$ cat config.mk
export PLATFORM = sky130hd
export DESIGN_NAME = lsu_flat
export DESIGN_NICKNAME = d
export VERILOG_FILES = /design/src/rtl/lsu_pkg.sv /design/src/rtl/lsu_if.sv /design/src/rtl/lsu_align.sv /design/src/rtl/lsu.sv /design/src/flat_wrapper.sv
export SDC_FILE = /design/constraint.sdc
export NUM_CORES = 1
export LEC_CHECK = 0
export CAP_MARGIN = 20
export CELL_PAD_IN_SITES_DETAIL_PLACEMENT = 1
export CELL_PAD_IN_SITES_GLOBAL_PLACEMENT = 1
export CORE_MARGIN = 3
export CORE_UTILIZATION = 30
export CTS_CLUSTER_DIAMETER = 60
export DETAILED_ROUTE_END_ITERATION = 6
export PLACE_DENSITY = 0.92
export RECOVER_POWER = 25
export SYNTH_ARGS = -nofsm -noshare
export SYNTH_HDL_FRONTEND = slang
export SYNTH_SLANG_ARGS = --single-unit
$ cat constraint.sdc
create_clock -name clk -period 2.1 [get_ports clk]
set_input_delay 0.315 -clock clk [delete_from_list [all_inputs] [get_ports clk]]
set_output_delay 0.315 -clock clk [all_outputs]
set_load 0.03 [all_outputs]
$ cat src/rtl/lsu_pkg.sv
// Shared definitions for the load/store unit: RV32I funct3 codes, FSM states
// and small decode helpers used by the top and the lane aligner.
package lsu_pkg;

  localparam logic [2:0] LB  = 3'b000;
  localparam logic [2:0] LH  = 3'b001;
  localparam logic [2:0] LW  = 3'b010;
  localparam logic [2:0] LBU = 3'b100;
  localparam logic [2:0] LHU = 3'b101;
  localparam logic [2:0] SB  = 3'b000;
  localparam logic [2:0] SH  = 3'b001;
  localparam logic [2:0] SW  = 3'b010;

  typedef enum logic [1:0] {IDLE, REQ, WAIT, DONE} state_t;

  function automatic logic f3_invalid(input logic [2:0] f3);
    return (f3 == 3'b011) || (f3 == 3'b110) || (f3 == 3'b111);
  endfunction

  // Natural alignment violation for half/word; bytes can never fault.
  function automatic logic is_misaligned(input logic [2:0] f3, input logic [1:0] lo);
    return !f3_invalid(f3) &&
           (((f3[1:0] == 2'b01) && lo[0]) || ((f3[1:0] == 2'b10) && (lo != 2'b00)));
  endfunction

endpackage

$ cat src/rtl/lsu_if.sv
// Data-memory port of the LSU: request handshake plus read-data return.
interface lsu_if;
  logic        mem_valid;
  logic        mem_ready;
  logic        mem_we;
  logic [31:0] mem_addr;
  logic [3:0]  mem_be;
  logic [31:0] mem_wdata;
  logic        mem_rvalid;
  logic [31:0] mem_rdata;

  modport master (
    output mem_valid, mem_we, mem_addr, mem_be, mem_wdata,
    input  mem_ready, mem_rvalid, mem_rdata
  );

  modport slave (
    input  mem_valid, mem_we, mem_addr, mem_be, mem_wdata,
    output mem_ready, mem_rvalid, mem_rdata
  );
endinterface

$ cat src/rtl/lsu_align.sv
// Combinational lane steering: store byte-enables/replication and load
// lane select with sign/zero extension.
module lsu_align
  import lsu_pkg::*;
(
  input  logic [2:0]  funct3,
  input  logic        write,
  input  logic [1:0]  addr_lo,
  input  logic [31:0] wdata,
  input  logic [31:0] mrdata,
  output logic [3:0]  be,
  output logic [31:0] wlane,
  output logic [31:0] rext
);

  logic [3:0][7:0] rl;
  logic [3:0][7:0] wl;
  logic [7:0]      rb;
  logic [15:0]     rh;

  assign rl = mrdata;
  assign rb = rl[addr_lo];
  assign rh = addr_lo[1] ? mrdata[31:16] : mrdata[15:0];

  always_comb begin
    rext = mrdata;
    case (funct3)
      LB:      rext = {{24{rb[7]}}, rb};
      LH:      rext = {{16{rh[15]}}, rh};
      LW:      rext = mrdata;
      LBU:     rext = {24'b0, rb};
      LHU:     rext = {16'b0, rh};
      default: rext = mrdata;
    endcase
  end

  // Small stores are replicated so memory can pick any lane by byte-enable.
  for (genvar i = 0; i < 4; i++) begin : g_lane
    assign wl[i] = (funct3[1:0] == 2'b00) ? wdata[7:0] :
                   (funct3[1:0] == 2'b01) ? wdata[8*(i%2) +: 8] :
                                            wdata[8*i +: 8];
  end
  assign wlane = wl;

  always_comb begin
    be = 4'b1111;
    if (write) begin
      case (funct3[1:0])
        2'b00:   be = 4'b0001 << addr_lo;
        2'b01:   be = addr_lo[1] ? 4'b1100 : 4'b0011;
        default: be = 4'b1111;
      endcase
    end
  end

endmodule

$ cat src/rtl/lsu.sv
// RV32I load/store unit: single outstanding access, IDLE/REQ/WAIT/DONE FSM.
// Optional MISALIGN_TRAP_EN makes misaligned half/word accesses fault.
module lsu
  import lsu_pkg::*;
(
  input  logic        clk,
  input  logic        rst_n,
  input  logic        req_valid,
  input  logic        req_write,
  input  logic [2:0]  req_funct3,
  input  logic [31:0] req_addr,
  input  logic [31:0] req_wdata,
  output logic        busy,
  output logic        done,
  output logic [31:0] rdata,
  output logic        misaligned,
  lsu_if.master       mem
);

  state_t      state, nxt;
  logic        r_write;
  logic [2:0]  r_f3;
  logic [31:0] r_addr;
  logic [31:0] r_wdata;
  logic [31:0] rdata_q;
  logic [31:0] rext;
  logic        req_mis;

`ifdef MISALIGN_TRAP_EN
  logic mis_q;

  assign req_mis = is_misaligned(req_funct3, req_addr[1:0]);

  always_ff @(posedge clk) begin
    if (!rst_n)
      mis_q <= 1'b0;
    else if (state == IDLE && req_valid)
      mis_q <= req_mis;
  end

  assign misaligned = mis_q && done;
`else
  assign req_mis    = 1'b0;
  assign misaligned = 1'b0;
`endif

  always_ff @(posedge clk) begin
    if (!rst_n) begin
      state   <= IDLE;
      r_write <= 1'b0;
      r_f3    <= 3'b0;
      r_addr  <= 32'b0;
      r_wdata <= 32'b0;
      rdata_q <= 32'b0;
    end else begin
      state <= nxt;
      if (state == IDLE && req_valid) begin
        r_write <= req_write;
        r_f3    <= req_funct3;
        r_addr  <= req_addr;
        r_wdata <= req_wdata;
      end
      // Return data only counts while a load is actually waiting for it.
      if (state == WAIT && mem.mem_rvalid)
        rdata_q <= rext;
    end
  end

  always_comb begin
    nxt = state;
    case (state)
      IDLE: if (req_valid)
              nxt = (f3_invalid(req_funct3) || req_mis) ? DONE : REQ;
      REQ:  if (mem.mem_ready)
              nxt = r_write ? DONE : WAIT;
      WAIT: if (mem.mem_rvalid)
              nxt = DONE;
      DONE: nxt = IDLE;
      default: nxt = IDLE;
    endcase
  end

  lsu_align u_align (
    .funct3  (r_f3),
    .write   (r_write),
    .addr_lo (r_addr[1:0]),
    .wdata   (r_wdata),
    .mrdata  (mem.mem_rdata),
    .be      (mem.mem_be),
    .wlane   (mem.mem_wdata),
    .rext    (rext)
  );

  assign mem.mem_valid = (state == REQ);
  assign mem.mem_we    = r_write;
  assign mem.mem_addr  = {r_addr[31:2], 2'b00};

  assign busy  = (state == IDLE && req_valid) || state == REQ || state == WAIT;
  assign done  = (state == DONE);
  assign rdata = rdata_q;

endmodule
$ cat src/flat_wrapper.sv
// flat-port wrapper written by rule: the top's interface ports become plain ports
module lsu_flat import lsu_pkg::*;
  (clk, rst_n, req_valid, req_write, req_funct3, req_addr, req_wdata, busy, done, rdata, misaligned, mem_mem_valid, mem_mem_we, mem_mem_addr, mem_mem_be, mem_mem_wdata, mem_mem_ready, mem_mem_rvalid, mem_mem_rdata);
  lsu_if mem_i ();
  input  logic clk;
  input  logic rst_n;
  input  logic req_valid;
  input  logic req_write;
  input  logic [2:0] req_funct3;
  input  logic [31:0] req_addr;
  input  logic [31:0] req_wdata;
  output logic busy;
  output logic done;
  output logic [31:0] rdata;
  output logic misaligned;
  output wire logic [$bits(mem_i.mem_valid)-1:0] mem_mem_valid;
  output wire logic [$bits(mem_i.mem_we)-1:0] mem_mem_we;
  output wire logic [$bits(mem_i.mem_addr)-1:0] mem_mem_addr;
  output wire logic [$bits(mem_i.mem_be)-1:0] mem_mem_be;
  output wire logic [$bits(mem_i.mem_wdata)-1:0] mem_mem_wdata;
  input wire logic [$bits(mem_i.mem_ready)-1:0] mem_mem_ready;
  input wire logic [$bits(mem_i.mem_rvalid)-1:0] mem_mem_rvalid;
  input wire logic [$bits(mem_i.mem_rdata)-1:0] mem_mem_rdata;
  assign mem_mem_valid = mem_i.mem_valid;
  assign mem_mem_we = mem_i.mem_we;
  assign mem_mem_addr = mem_i.mem_addr;
  assign mem_mem_be = mem_i.mem_be;
  assign mem_mem_wdata = mem_i.mem_wdata;
  assign mem_i.mem_ready = mem_mem_ready;
  assign mem_i.mem_rvalid = mem_mem_rvalid;
  assign mem_i.mem_rdata = mem_mem_rdata;
  lsu u_core (.clk(clk), .rst_n(rst_n), .req_valid(req_valid), .req_write(req_write), .req_funct3(req_funct3), .req_addr(req_addr), .req_wdata(req_wdata), .busy(busy), .done(done), .rdata(rdata), .misaligned(misaligned), .mem(mem_i));
endmodule
# Word level (Yosys, flattened, before mapping)
# Cells that the tools add are included.
# op_classes
div_mod_pow	0
shift	1
addsub	0
n_mux	18
n_mul	0
n_eq_ne	13
order_cmp	1
bitwise_logic	0
n_reduce_logical	10
# ops
cell	n
32-bit case mux with 4 select lines	1
8-bit 2-to-1 mux	6
8-bit binary-select mux with 2-bit select	1
16-bit 2-to-1 mux	1
3-bit equality test (second input constant)	4
2-bit 2-to-1 mux	4
4-bit 2-to-1 mux	2
2-bit case mux with 4 select lines	1
4-bit case mux with 2 select lines	1
2-bit by 1-bit equality test with 1-bit output (second input constant)	2
2-bit equality test (second input constant)	2
2-bit logical NOT	2
1-bit logical OR	4
2-bit inequality test (second input constant)	2
1-bit by 2-bit << shifter with 4-bit output (first input constant)	1
3-bit by 1-bit equality test with 1-bit output (second input constant)	1
3-bit by 2-bit equality test with 1-bit output (second input constant)	1
3-bit logical NOT	1
2-bit by 3-bit < comparator with 1-bit output (second input constant)	1
3-bit AND reduction	1
1-bit logical AND	2
2-bit by 1-bit inequality test with 1-bit output (second input constant)	1
1-bit 2-to-1 mux	1
# word_totals
latch_bits	0
memories	0
register_bits	102
output_inout_bits	105
in_bits	105
rom_bits	0
ramBits	0
elab_cells	49

# Logic depth before layout (Yosys ltp)
# depth
depth_word	6
ltp_mapped	8
mapped_depth_nobuf	6

# Cells and area by module
# From an unflattened synthesis, not the netlist that was laid out.
# hier_totals
hier_cells	669
hier_area_um2	5058.6
# modules_own_cells
mod	instances	cells_per_inst	seq_area_each_um2	area_each_um2
lsu	1	494	2042.0	3907.5
lsu_align	1	175	0.0	1151.1

# Worst setup path after synthesis
# Ideal clock, no wire load.
# synth_timing
path_type	reg-to-output
from	register u_core.r_f3[0]
to	output mem_mem_wdata[25]
path_stages_with_launch	5
t_arrival_ps	1681
n_path_buf	2
slack_ps	104
required_ps	1785
path_cell_list	dfxtp_1 buf_2 buf_1 mux2i_1 o21ai_0
# synth_between
elab_chain_len	3
word_cells_on_any_way	4
cone_classes	1 x eq/ne; 2 x mux; 1 x reduce/logical
# synth_rtl
item	line_no	text
start, declared	lsu.sv:22	logic [2:0] r_f3;
start signal, assigned	lsu.sv:59	r_f3 <= req_funct3;
2-bit by 1-bit equality test with 1-bit output	lsu_align.sv:40	(funct3[1:0] == 2'b01) ? wdata[8*(i%2) +: 8] :
8-bit 2-to-1 mux	lsu_align.sv:40	
8-bit 2-to-1 mux (*)	lsu_align.sv:39	assign wl[i] = (funct3[1:0] == 2'b00) ? wdata[7:0] :
end, declared	flat_wrapper.sv:20	output wire logic [$bits(mem_i.mem_wdata)-1:0] mem_mem_wdata;
# Every way passes the cells marked *; elsewhere a longest branch is shown, timed or not.

# Worst setup path after layout
# layout_timing
from	register u_core.state[1]
to	output busy
# layout_between
elab_chain_len	4
word_cells_on_any_way	6
cone_classes	2 x eq/ne; 4 x reduce/logical
# layout_rtl
item	line_no	text
start, declared	lsu.sv:20	state_t state, nxt;
start signal, assigned	lsu.sv:56	state <= nxt;
2-bit logical NOT	lsu.sv:98	assign busy = (state == IDLE && req_valid) || state == REQ || state == WAIT;
1-bit logical AND	lsu.sv:98	
1-bit logical OR	lsu.sv:98	
1-bit logical OR (*)	lsu.sv:98	
end, declared	flat_wrapper.sv:12	output logic busy;
# Marked as above.

==> run metrics <==
outcome finished, final reports clean; Final Skew 0.0106 ns; WP data required 1.78 ns; hold path depth 3; number of top-level pins 210; final design utilization 0.455; detailed placement HPWL 13,200 µm; core box area 16,000 µm²; CP Launch Type flip-flop; commonest cells after routing, fill and taps aside 175 x clkdlybuf4s50_1, 172 x nand2_1, 99 x dfxtp_1; fin nets 882; Cell Chain, Critical Path inv_1 -> ha_2 -> and2_2 -> or3_1 -> buf_4; Tcrit/Tclk final 0.936; Fin. Hold Viols 0; TritonCTS clock tree yes; Die ar. 18,000 µm²; crit path DAT 1.65 ns; Pwr Total 7.71 mW; CP endpoint kind output pin; Remaining DRCs 0; Crit Path Max Fanout 5; IO Port Bufs 206; Max-cap violations 0; Synth Flop Type dfxtp_1; maximum VDD drop 0.000442 V; Hold EP u_core.rdata[17]; asr flop ratio synth 0; Antenna diodes 0; synthesis-to-layout area growth 47.8%; WS Path Type reg -> out; total CTS buffers 9; leakage 2.68 nW; CP max-delay cell dfxtp_2; Die Width 134 µm; Hold Slack 0.373 ns; Vias 4,990; die height 134 µm; first-pass GRT wire length 28,500 µm; hold_sp rst_n; first-pass detailed-route iteration total 4; #FFs+latches synth 102; worst hold-check path type in -> reg; Max H-tree Level 3; Final min period 1.97 ns; wire per inst 18.1 µm; Worst R2R Start u_core.r_addr[1]; Seq/Total Area, Yosys 0.414; area fraction of the dominant cell type after synthesis 0.414; Worst Tran Pin Value 0.767 ns; capturing point of the worst reg2reg path u_core.rdata[10]; number of global-route vias before repair 5,260; number of synthesized flops with an enable pin 0; Mapped Cells 620; PD cells 1060 nW/µm²; fmax 509 MHz; clk sinks 102; wirelength, routed 18,000 µm; slew margin rel. 0.489; RD Place Congestion 0.844; YS warnings 0; worst reg2reg path depth 4; setup violators final 0; RSZ-0062 raised after global routing false; Rows 46; final max-slew violation count 0; post-route ant nets 0; initial detailed-routing violation count 254; top cells by area, synth dfxtp_1 41%, nand2_1 13%, a21oi_1 7.7%; worst skew pair latency 0.35 ns; vias per std cell 5.03; Root Buffer clkbuf_16; most common cell after layout, fill and taps aside clkdlybuf4s50_1; largest area contributor in the netlist dfxtp_1; Unique masters post-synth 41; Critical Path Max Stage Delay 0.37 ns; gr ovfl total 0; initial antenna violation count 1; GR Util All Layers 0.198; fill cell count 1,932; Max clock buf depth 2; largest net degree at the start of global routing 69; Initial Util 0.308; Mapped Area 4930 µm²; fraction of layout cells with a size suffix above 1 0.112; Clock Pin Slew Worst Setup and Hold Paths 0.08 ns; r2r setup slk 0.19 ns; Mean Syn Cell Area 7.95 µm²
[worst max-delay path: cells and delay by family (launching register included)]
kind | cells | cell delay, ns
adders and majority gates | 1 | 0.20
buffers and inverters | 2 | 0.26
DFF | 1 | 0.37
and+or+nand+nor | 2 | 0.48
[flip-flops by register name, indices dropped and copies added, names as in the netlist]
signal	count
u_core.mem.mem_we	1
u_core.r_f3	3
u_core.r_addr	32
u_core.rdata	32
u_core.r_wdata	32
u_core.state	2
[where the power goes]
| group | switching [mW] | total [mW] | internal [mW] |
|---|---|---|---|
| clock network | 0.772 | 1.82 | 1.05 |
| registers | 0.258 | 2.54 | 2.29 |
| logic | 2.00 | 3.34 | 1.34 |
| total | 3.03 | 7.71 | 4.68 |
[cells in the mapped netlist, drive strengths merged (2+ instances only)]
library cell and count:
mux2 20, nand2 173, nand3 9, a21boi 16, or3 3, o211ai 3
nand2b 3, clkbuf 31, nor2b 4, dfxtp 102, buf 58, mux2i 14
nand3b 6, o31ai 6, o22ai 7, a311oi 8, and2 2, nor3 9
a21oi 76, o21ai 31, inv 8, a2111oi 6, nor2 8, ha 5
[per-layer routing]
layer  GRT usage  routed length (µm)  up-vias
met5           0                  11        -
met4      0.0633                 328        2
met3      0.0653                1340       23
met2       0.334                8780      176
met1       0.238                7510     2416
li1            -                   -     2373
[cells by family (layout without fill, tap and decap cells)]
family	after synthesis	after routing	share of synthesized area
AND/OR/NAND/NOR	218	218	0.182
AO/OA/AOI/OAI	162	162	0.200
flip-flops	102	102	0.414
buffers and inverters	97	252	0.110
multiplexers	35	35	0.0810
adder cells (fa/ha/maj)	5	5	0.0127
other	1	3	0.000761
[cell type report]
type	count	area [µm²]	share of cell area
Multi-Input combinational cell	423	2360	0.324
Timing Repair Buffer	228	2260	0.310
Sequential cell	102	2050	0.281
Tap cell	216	270	0.0371
Clock buffer	11	233	0.0319
Clock inverter	5	83.8	0.0115
Inverter	8	30.0	0.00412
[per-stage QoR]
step	area (µm²)	setup TNS [ns]	cells	worst slack, ns
floorplan	4940	0	622	0.104
detailed placement	6980	-0.199	977	-0.0633
CTS	7290	0	993	0.00644
global route	7280	0	993	0.00736
finish	7280	0	993	0.134
global placement	6980	-0.142	977	-0.0277
[worst max-delay path by stage]
stage,cells after the start,from,endpoint,slack [ns]
2_1_floorplan,4,u_core.r_f3[0],mem_mem_wdata[25],0.10
3_3_place_gp,5,mem_mem_rdata[23],u_core.rdata[8],-0.03
3_5_place_dp,5,mem_mem_rdata[23],u_core.rdata[9],-0.06
4_1_cts,5,u_core.state[0],busy,0.006
5_1_grt,6,u_core.state[1],u_core.r_wdata[25],0.007
6_report,5,u_core.state[1],busy,0.13
[repair_timing]
item,in CTS,in global routing
hold buffers,0,0
buffers inserted,0,0
endpoints found under the setup margin,10,4
resized for setup,11,4
Note: power is estimated with default switching activity, not from simulation.
